### src/rtl/prim_arbiter_rr_redundant.sv
// Redundant round-robin arbiter.
//
// Several independent copies of a round-robin arbiter run side by side, each
// fed through its own buffer so that a fault in one copy's input path or state
// shows up as a disagreement. The outputs come from the last copy. The copies
// are cross-checked every cycle, and any disagreement sets a sticky error flag.
//
// Parameters
//   N          requester count (2..32)
//   DW         data width per requester
//   Copies     number of redundant arbiter copies (2..4)
//   EnDataPort 0: data_i ignored, data_o tied to 0
//   LockIn     1: a stalled grant is held until it is accepted
//   MaskOnErr  1: outputs forced idle and pointers frozen once err_o is set
//
// Ports
//   clk_i       clock, rising edge
//   rst_ni      synchronous active-low reset
//   req_chk_i   enables the request-stability assertion
//   req_i       request vector
//   data_i      per-requester data
//   gnt_o       one-hot-or-zero grant
//   idx_o       granted index (0 when idle)
//   valid_o     a grant is being offered
//   data_o      data of the granted requester (0 when idle)
//   ready_i     downstream accept (with valid_o)
//   mismatch_o  combinational disagreement between copies this cycle
//   err_o       sticky registered fault flag

module prim_buf #(
  parameter int unsigned Width = 1
) (
  input  logic [Width-1:0] in_i,
  output logic [Width-1:0] out_o
);
  assign out_o = in_i;
endmodule

module prim_arbiter_rr_redundant #(
  parameter int unsigned N          = 8,
  parameter int unsigned DW         = 32,
  parameter int unsigned Copies     = 2,
  parameter bit          EnDataPort = 1'b1,
  parameter bit          LockIn     = 1'b1,
  parameter bit          MaskOnErr  = 1'b1,
  localparam int unsigned IdxW      = $clog2(N)
) (
  input  logic            clk_i,
  input  logic            rst_ni,
  input  logic            req_chk_i,
  input  logic [N-1:0]    req_i,
  input  logic [DW-1:0]   data_i [N],
  output logic [N-1:0]    gnt_o,
  output logic [IdxW-1:0] idx_o,
  output logic            valid_o,
  output logic [DW-1:0]   data_o,
  input  logic            ready_i,
  output logic            mismatch_o,
  output logic            err_o
);

  localparam int unsigned FlatW = N * DW + N;

  logic [FlatW-1:0] in_flat;
  logic             err_q, err_d;
  logic             freeze;

  logic [Copies-1:0]                valid_c;
  logic [Copies-1:0][N-1:0]         gnt_c;
  logic [Copies-1:0][IdxW-1:0]      idx_c;
  logic [Copies-1:0][DW-1:0]        data_c;

  // Requests and data share one flat bus so each copy needs a single buffer.
  always_comb begin
    in_flat = '0;
    in_flat[N-1:0] = req_i;
    for (int unsigned i = 0; i < N; i++) begin
      in_flat[N + i*DW +: DW] = data_i[i];
    end
  end

  assign freeze = MaskOnErr && err_q;

  for (genvar c = 0; c < Copies; c++) begin : g_copy
    logic [FlatW-1:0] buf_flat;
    logic [N-1:0]     req_b;
    logic [DW-1:0]    data_b [N];
    logic [IdxW-1:0]  ptr_q, ptr_d;
    logic [IdxW-1:0]  lock_idx_q, lock_idx_d;
    logic             lock_q, lock_d;
    logic [IdxW-1:0]  arb_idx;
    logic             arb_found;
    logic [IdxW-1:0]  idx;
    logic             valid;
    logic [N-1:0]     gnt;
    logic [DW-1:0]    data;

    prim_buf #(.Width(FlatW)) u_buf (
      .in_i  (in_flat),
      .out_o (buf_flat)
    );

    always_comb begin
      req_b = buf_flat[N-1:0];
      for (int unsigned i = 0; i < N; i++) begin
        data_b[i] = buf_flat[N + i*DW +: DW];
      end
    end

    // First pass: lowest requester above the pointer; second pass wraps.
    always_comb begin
      arb_found = 1'b0;
      arb_idx   = '0;
      for (int unsigned i = 0; i < N; i++) begin
        if (!arb_found && req_b[i] && (i > 32'(ptr_q))) begin
          arb_found = 1'b1;
          arb_idx   = IdxW'(i);
        end
      end
      for (int unsigned i = 0; i < N; i++) begin
        if (!arb_found && req_b[i]) begin
          arb_found = 1'b1;
          arb_idx   = IdxW'(i);
        end
      end
    end

    // A held lock wins only while its requester is still asking.
    always_comb begin
      valid = |req_b;
      idx   = (lock_q && req_b[lock_idx_q]) ? lock_idx_q : arb_idx;
      data  = (EnDataPort && valid) ? data_b[idx] : '0;
    end

    // Continuous assignment so the grant can be overridden and restored cleanly.
    assign gnt = valid ? (N'(1) << idx) : '0;

    always_comb begin
      ptr_d      = ptr_q;
      lock_d     = lock_q;
      lock_idx_d = lock_idx_q;
      if (!freeze) begin
        lock_d = 1'b0;
        if (valid && ready_i) begin
          ptr_d = idx;
        end else if (LockIn && valid) begin
          lock_d     = 1'b1;
          lock_idx_d = idx;
        end
      end
    end

    always_ff @(posedge clk_i) begin
      if (!rst_ni) begin
        ptr_q      <= IdxW'(N - 1);
        lock_q     <= 1'b0;
        lock_idx_q <= '0;
      end else begin
        ptr_q      <= ptr_d;
        lock_q     <= lock_d;
        lock_idx_q <= lock_idx_d;
      end
    end

    if (LockIn) begin : g_req_chk
      // A requester holding a lock must keep requesting until accepted.
      req_stable_a: assert property (@(posedge clk_i) disable iff (!rst_ni)
        (req_chk_i && lock_q) |-> req_b[lock_idx_q]);
    end

    assign valid_c[c] = valid;
    assign gnt_c[c]   = gnt;
    assign idx_c[c]   = idx;
    assign data_c[c]  = data;
  end

  always_comb begin
    mismatch_o = 1'b0;
    for (int unsigned c = 0; c < Copies; c++) begin
      if ((valid_c[c] != valid_c[Copies-1]) || (gnt_c[c] != gnt_c[Copies-1]) ||
          (idx_c[c] != idx_c[Copies-1]) || (data_c[c] != data_c[Copies-1])) begin
        mismatch_o = 1'b1;
      end
      if ((gnt_c[c] & (gnt_c[c] - N'(1))) != '0) begin
        mismatch_o = 1'b1;
      end
      if (valid_c[c] != (|gnt_c[c])) begin
        mismatch_o = 1'b1;
      end
    end
  end

  assign err_d = err_q | mismatch_o;

  always_ff @(posedge clk_i) begin
    if (!rst_ni) begin
      err_q <= 1'b0;
    end else begin
      err_q <= err_d;
    end
  end

  assign err_o   = err_q;
  assign valid_o = freeze ? 1'b0 : valid_c[Copies-1];
  assign gnt_o   = freeze ? '0   : gnt_c[Copies-1];
  assign idx_o   = freeze ? '0   : idx_c[Copies-1];
  assign data_o  = freeze ? '0   : data_c[Copies-1];

endmodule

### config.mk
export PLATFORM = sky130hd
export DESIGN_NAME = prim_arbiter_rr_redundant
export DESIGN_NICKNAME = d
export VERILOG_FILES = /design/src/rtl/prim_arbiter_rr_redundant.sv
export SDC_FILE = /design/constraint.sdc
export NUM_CORES = 1
export LEC_CHECK = 0
export BUFFER_PORTS_ARGS = -buffer_cell sky130_fd_sc_hd__buf_2
export CAP_MARGIN = 20
export CORE_MARGIN = 2
export CORE_UTILIZATION = 30
export CTS_CLUSTER_DIAMETER = 60
export CTS_CLUSTER_SIZE = 30
export DETAILED_ROUTE_END_ITERATION = 10
export PLACE_DENSITY = 0.5
export SYNTH_ARGS = -nofsm -noshare
export SYNTH_HDL_FRONTEND = slang
export SYNTH_HIERARCHICAL = 1
export SYNTH_SLANG_ARGS = --single-unit
### constraint.sdc
create_clock -name clk_i -period 10.7 [get_ports clk_i]
set_input_delay 1.605 -clock clk_i [delete_from_list [all_inputs] [get_ports clk_i]]
set_output_delay 1.605 -clock clk_i [all_outputs]
set_load 0.1 [all_outputs]
Yosys cells after proc, flatten, opt, wreduce, memory -nomap -nowiden
Index checks and enable logic that the tools add are counted.
{"block": "word_totals", "ff_bits": 14, "out_inout_bits": 46, "in_bits": 268}
{"block": "classes", "eq_ne": 5, "bitwise_logic": 7, "shift": 2, "n_addsub": 2, "order_cmp": 18, "muxes": 85, "reduce_logical": 82}
{"cell": "32-bit two-way mux", "count": 7}
{"cell": "32-bit binary-select mux with 3-bit select", "count": 2}
{"cell": "3-bit two-way mux", "count": 29}
{"cell": "1-bit logical AND", "count": 45}
{"cell": "1-bit two-way mux", "count": 40}
{"cell": "32-bit != test", "count": 1}
{"cell": "1-bit logical NOT", "count": 28}
{"cell": "3-bit > comparator (first input constant)", "count": 8}
{"cell": "8-bit two-way mux", "count": 3}
{"cell": "8-bit OR reduction", "count": 3}
{"cell": "8-bit AND", "count": 2}
{"cell": "8-bit nonzero test", "count": 2}
{"cell": "1-bit by 3-bit << shifter with 8-bit output (first input constant)", "count": 2}
{"cell": "8-bit by 1-bit subtractor with 8-bit output (second input constant)", "count": 2}
{"cell": "2-bit by 3-bit > comparator with 1-bit output (first input constant)", "count": 4}
{"cell": "4-bit greater-or-equal comparator (second input constant)", "count": 2}
{"cell": "3-bit by 4-bit less-than comparator with 1-bit output (second input constant)", "count": 2}
{"cell": "8-bit != test", "count": 1}
{"cell": "3-bit NOT with 4-bit output", "count": 2}
{"cell": "1-bit binary-select mux with 3-bit select", "count": 2}
{"cell": "1-bit by 3-bit > comparator with 1-bit output (first input constant)", "count": 2}
{"cell": "2-bit two-way mux", "count": 2}
{"cell": "3-bit != test", "count": 1}
{"cell": "3-bit AND reduction", "count": 1}
{"cell": "5 further kinds", "count": 8}

Depth between registers and ports, before layout
{"block": "logic_depth", "depth_word": 65, "ltp_mapped": 18}

Modules after synthesis
The synthesis kept the hierarchy.
{"mod": "prim_arbiter_rr_redundant", "seq_area_each_um2": 300.3, "cells_per_inst": 1069, "instances": 1, "area_each_um2": 6994.2}
{"mod": "prim_buf", "seq_area_each_um2": 0.0, "cells_per_inst": 264, "instances": 2, "area_each_um2": 1981.9}

Worst setup path after synthesis
OpenSTA, ideal clock, no wires.
{"block": "synth_timing", "path_kind": "input to output", "start": "input req_i[1]", "end": "output gnt_o[0]", "path_buffers": 5, "arrival_ns": 6.347, "path_slack_ns": 2.748, "path_stages": 11, "cell_sequence": "buf_4 -> clkbuf_2 -> mux4_2 -> nor2_2 -> nor3_1 -> a211o_1 -> and2_1 -> buf_2 -> clkbuf_1 -> buf_1 -> nor4_1"}
{"block": "synth_via", "elab_chain_cells": 54}
{"item": "from (decl)", "line": "51", "rtl": "input logic [N-1:0] req_i,"}
{"item": "1-bit logical AND", "line": "115", "rtl": "if (!arb_found && req_b[i] && (i > 32'(ptr_q))) begin"}
{"item": "1-bit two-way mux", "line": "115"}
{"item": "1-bit logical NOT", "line": "115"}
{"item": "1-bit logical AND (2 in a row)", "line": "115"}
{"item": "1-bit two-way mux", "line": "115"}
{"item": "1-bit logical NOT", "line": "115"}
{"item": "1-bit logical AND (2 in a row)", "line": "115"}
{"item": "1-bit two-way mux", "line": "115"}
{"item": "(+36 left out)"}
{"item": "1-bit two-way mux", "line": "121", "rtl": "if (!arb_found && req_b[i]) begin"}
{"item": "1-bit logical NOT", "line": "121"}
{"item": "1-bit logical AND", "line": "121"}
{"item": "3-bit two-way mux", "line": "121"}
{"item": "3-bit two-way mux", "line": "131", "rtl": "idx = (lock_q && req_b[lock_idx_q]) ? lock_idx_q : arb_idx;"}
{"item": "1-bit by 3-bit << shifter with 8-bit output", "line": "136", "rtl": "assign gnt = valid ? (N'(1) << idx) : '0;"}
{"item": "8-bit two-way mux *", "line": "136"}
{"item": "8-bit two-way mux *", "line": "205", "rtl": "assign gnt_o = freeze ? '0 : gnt_c[Copies-1];"}
{"item": "to (decl)", "line": "53", "rtl": "output logic [N-1:0] gnt_o,"}
Mark *: on every way between the ends. The rest lies on a longest branch, timed or not. The select of a mux whose other input is x is not followed.

Worst setup path after layout
{"block": "layout_timing", "start": "input req_i[7]", "end": "output mismatch_o"}
{"block": "layout_via", "elab_chain_cells": 40}
{"item": "1-bit logical AND (2 in a row)", "line": "115"}
{"item": "1-bit two-way mux", "line": "115"}
{"item": "1-bit logical NOT", "line": "121"}
{"item": "1-bit logical AND", "line": "121"}
{"item": "1-bit two-way mux", "line": "121"}
{"item": "1-bit logical NOT", "line": "121"}
{"item": "1-bit logical AND", "line": "121"}
{"item": "1-bit two-way mux", "line": "121"}
{"item": "(+23 left out)"}
{"item": "32-bit two-way mux", "line": "132", "rtl": "data = (EnDataPort && valid) ? data_b[idx] : '0;"}
{"item": "32-bit != test", "line": "181", "rtl": "(idx_c[c] != idx_c[Copies-1]) || (data_c[c] != data_c[Copies-1])) begin"}
{"item": "1-bit logical OR", "line": "181"}
{"item": "1-bit two-way mux", "line": "180", "rtl": "if ((valid_c[c] != valid_c[Copies-1]) || (gnt_c[c] != gnt_c[Copies-1]) ||"}
{"item": "1-bit two-way mux", "line": "184", "rtl": "if ((gnt_c[c] & (gnt_c[c] - N'(1))) != '0) begin"}
{"item": "1-bit two-way mux", "line": "187", "rtl": "if (valid_c[c] != (|gnt_c[c])) begin"}
{"item": "1-bit two-way mux", "line": "184"}
{"item": "1-bit two-way mux *", "line": "187"}
{"item": "to (decl)", "line": "58", "rtl": "output logic mismatch_o,"}
Marks and branches as above.

==> impl_metrics.py <==
metrics = {
    "pwr": {
        "power.total_w": 0.00144,
        "ir_drop_v": 0.0000651,
        "pwr-share-comb_pct": 89.6,
        "p_int_w": 0.000521,
        "p_per_area_nw_per_um2": 160,
        "pwr-share-seq_pct": 4.9,
        "clkPwrFrac_pct": 5.5,
        "p_leak_nw": 3.96,
        "sw_frac_of_total_pct": 63.7,
        "p_switching_w": 0.000916,
    },
    "finish": {
        "final_area_um2": 8990,
        "final_common_cell": "buf_2",
        "drive_gt1_share_pct": 27.9,
        "nets": 1576,
        "final_cells": 1784,
        "area_delta_synth_final_pct": -18.0,
        "final_cell_mix": "buf_2, nand2_1, mux2i_1",
        "final.fill_count": 4135,
    },
    "synth": {
        "synth_fp_nets": 1865,
        "synth_enable_flop_cells": 0,
        "async_flop_share_pct": 0,
        "synth.ff_latch_count": 15,
        "avgSynthCellArea_um2": 6.86,
        "yosys.area.top_type": "buf_4",
        "yosysSeqAreaShare_pct": 2.74,
        "synth_area_leaders": "buf_4, mux2i_1, nand2_1, nand3_1, a21oi_1",
        "ys.flop_type": "dfxtp_1",
        "yosys_warnings": 6,
        "synth_cells": 1597,
        "ys_types": 63,
        "syn_area_um2": 11000,
        "synth_top_area_share_pct": 36.4,
    },
    "sta": {
        "fin_setup_tns_ns": 0,
        "rsz0062_at_grt": "no",
        "report.final.hold_viol_count": 0,
        "setup_viol": 0,
        "slew_violations": 0,
        "fin_crit_sh_pct": 79.1,
        "skew_ns": 0.00616,
        "fmax_mhz": 118,
        "max_slew.worst_pin.slew_ns": 0.994,
        "slew_headroom_pct": 33.1,
        "period_needed_ns": 8.47,
    },
    "floorplanning": {
        "die_h_um": 195,
        "core_area_um2": 36300,
        "fp.dieArea_um2": 38100,
        "ios": 314,
        "dieWidth_um": 195,
        "start_util_pct": 30.2,
        "core.rowCount": 70,
    },
    "drt": {
        "vias_per_cell": 5.32,
        "vias": 9490,
        "routedWlPerCell_um": 20.0,
        "drt_iter0_markers": 529,
        "drc": 0,
        "firstDrtPassIters": 5,
        "ant_nets": 0,
        "wirelength_um": 35700,
    },
    "placed_design": {
        "place_congestion": 0.876,
        "place_area_um2": 8880,
        "dpl.cell_count": 1771,
        "io_buffers": 312,
        "dp_hpwl_um": 25900,
    },
    "setup_path": {
        "cp_data_arrival_time_ns": 6.86,
        "crit_path_start_kind": "input port",
        "worstSetupPathType": "in -> out",
        "crit_fanout": 65,
        "end_kind": "output port",
        "crit_required_ns": 9.10,
    },
    "clocking": {
        "cts-htree-levels": 1,
        "path_clk_slew_ns": 0.05,
        "cts_buffers": 3,
        "post_cts_resized": 0,
        "hold_buffers": 0,
        "insertion_delay_ns": 0.26,
        "cts_setup_buffers": 0,
        "tritoncts": "built",
        "clock_path_buffers": 2,
        "clk_root_buffer_cell": "clkbuf_16",
        "cts_num_sinks": 15,
    },
    "global_route": {
        "grtUsageMet1_pct": 23.3,
        "grt_start_max_net_pins": 66,
        "grt_pass1_vias": 9069,
        "busiest_layer": "met2",
        "use_met2_pct": 30.5,
        "grt_pass1_wl_um": 53100,
        "antenna_found_initial": 14,
        "grt_overflow": 0,
        "gr-usage-met3_pct": 2.33,
        "grt_util_all_layers_pct": 17.6,
    },
    "job": {
        "cap_violations": 0,
    },
    "hold_path": {
        "holdCritPathClass": "reg -> reg",
    },
    "run_status": {
        "status": "finished clean",
    },
}
## critical path, cell delays in order
cell and delay [ns]:
buf_2 0.24, nor2b_1 0.24, o21bai_1 0.08, a2111oi_0 0.43
a41o_1 0.31, a21o_4 0.66, buf_12 0.41, mux2i_1 0.28
o22ai_1 0.11, a2111oi_1 0.65, xnor2_1 0.20, nand4_1 0.23
nor4_1 0.71, nand3_1 0.13, buf_2 0.34
## synthesized netlist by cell type, types with 3 or more instances
master / number
buf_4: 531
nand2_1: 198
mux2i_1: 185
nand3_1: 111
a21oi_1: 85
nor2_1: 56
o22ai_1: 51
buf_2: 42
clkbuf_1: 35
a22oi_1: 29
xnor2_1: 28
a32oi_1: 25
nor4_1: 16
dfxtp_1: 15
a2111oi_1: 14
nor3_1: 14
inv_1: 10
o21ai_0: 10
buf_1: 9
buf_6: 8
nor2b_1: 8
xor2_1: 8
a221oi_1: 7
and2_1: 7
mux2_2: 7
o211ai_1: 7
a211oi_1: 6
a31oi_1: 6
nand4_1: 6
or3_1: 6
a2111oi_0: 4
a21o_1: 4
nand2b_1: 4
and3_1: 3
mux4_2: 3
o21a_1: 3
## cell type report
class                   instances  area [um^2]  area share (%)
diodes                          9         22.5           0.251
clock buffers                   3         75.1           0.835
clock inverters                 1         7.51          0.0835
inverters                      11         41.3           0.459
multi-input cells             945         6230            69.3
flip-flops and latches         15          302            3.36
well taps                     468          586            6.52
repair buffers                332         1720            19.2
## state kept, by name, indices dropped and copies added (netlist names)
name	count
g_copy.lock_q	2
g_copy.ptr_q	6
g_copy.lock_idx_q	6
err_o	1
## through the flow
step | util, % | hold slack [ns] | setup slack, ns
3_3_place_gp | 24.5 | 0.497 | 2.21
6_report | 24.8 | 0.515 | 2.23
5_1_grt | 24.8 | 0.542 | 1.76
3_5_place_dp | 24.5 | 0.503 | 2.17
4_1_cts | 24.7 | 0.516 | 2.17
2_1_floorplan | - | 0.480 | 2.75
## worst paths after layout
check,endpoint,startpoint,cells after the start,slack (ns)
min,g_copy[1].lock_q,g_copy[1].lock_q,2,0.52
max reg2reg,err_o,g_copy[1].lock_idx_q[0],13,5.27
max,mismatch_o,req_i[7],15,2.23
min reg2reg,g_copy[1].lock_q,g_copy[1].lock_q,2,0.52
## layer usage
metal | share of wire (%) | vias up
met5 | 0.18 | -
met4 | 1.6 | 10
met3 | 6.3 | 50
met2 | 48 | 384
met1 | 44 | 4527
li1 | - | 4519
## power by group through the flow
stage | Combinational (W) | Sequential (W) | Clock [W]
2_1_floorplan | 0.00110 | 0.0000652 | 0
3_5_place_dp | 0.00129 | 0.0000709 | 0
3_3_place_gp | 0.00128 | 0.0000708 | 0
4_1_cts | 0.00130 | 0.0000698 | 0.0000789
6_report | 0.00129 | 0.0000700 | 0.0000788
5_1_grt | 0.00138 | 0.0000713 | 0.0000820
## kinds of logic after synthesis
kind of cell              count (synthesis)  synth area share [%]
AOI/OAI and AO/OA                       274                  17.0
buffers and inverters                   637                  41.0
and+or+nand+nor                         440                  18.1
muxes                                   195                  18.2
xor gates and xnor gates                 36                  2.88
DFF                                      15                  2.74
(Power assumes the default switching activity.)
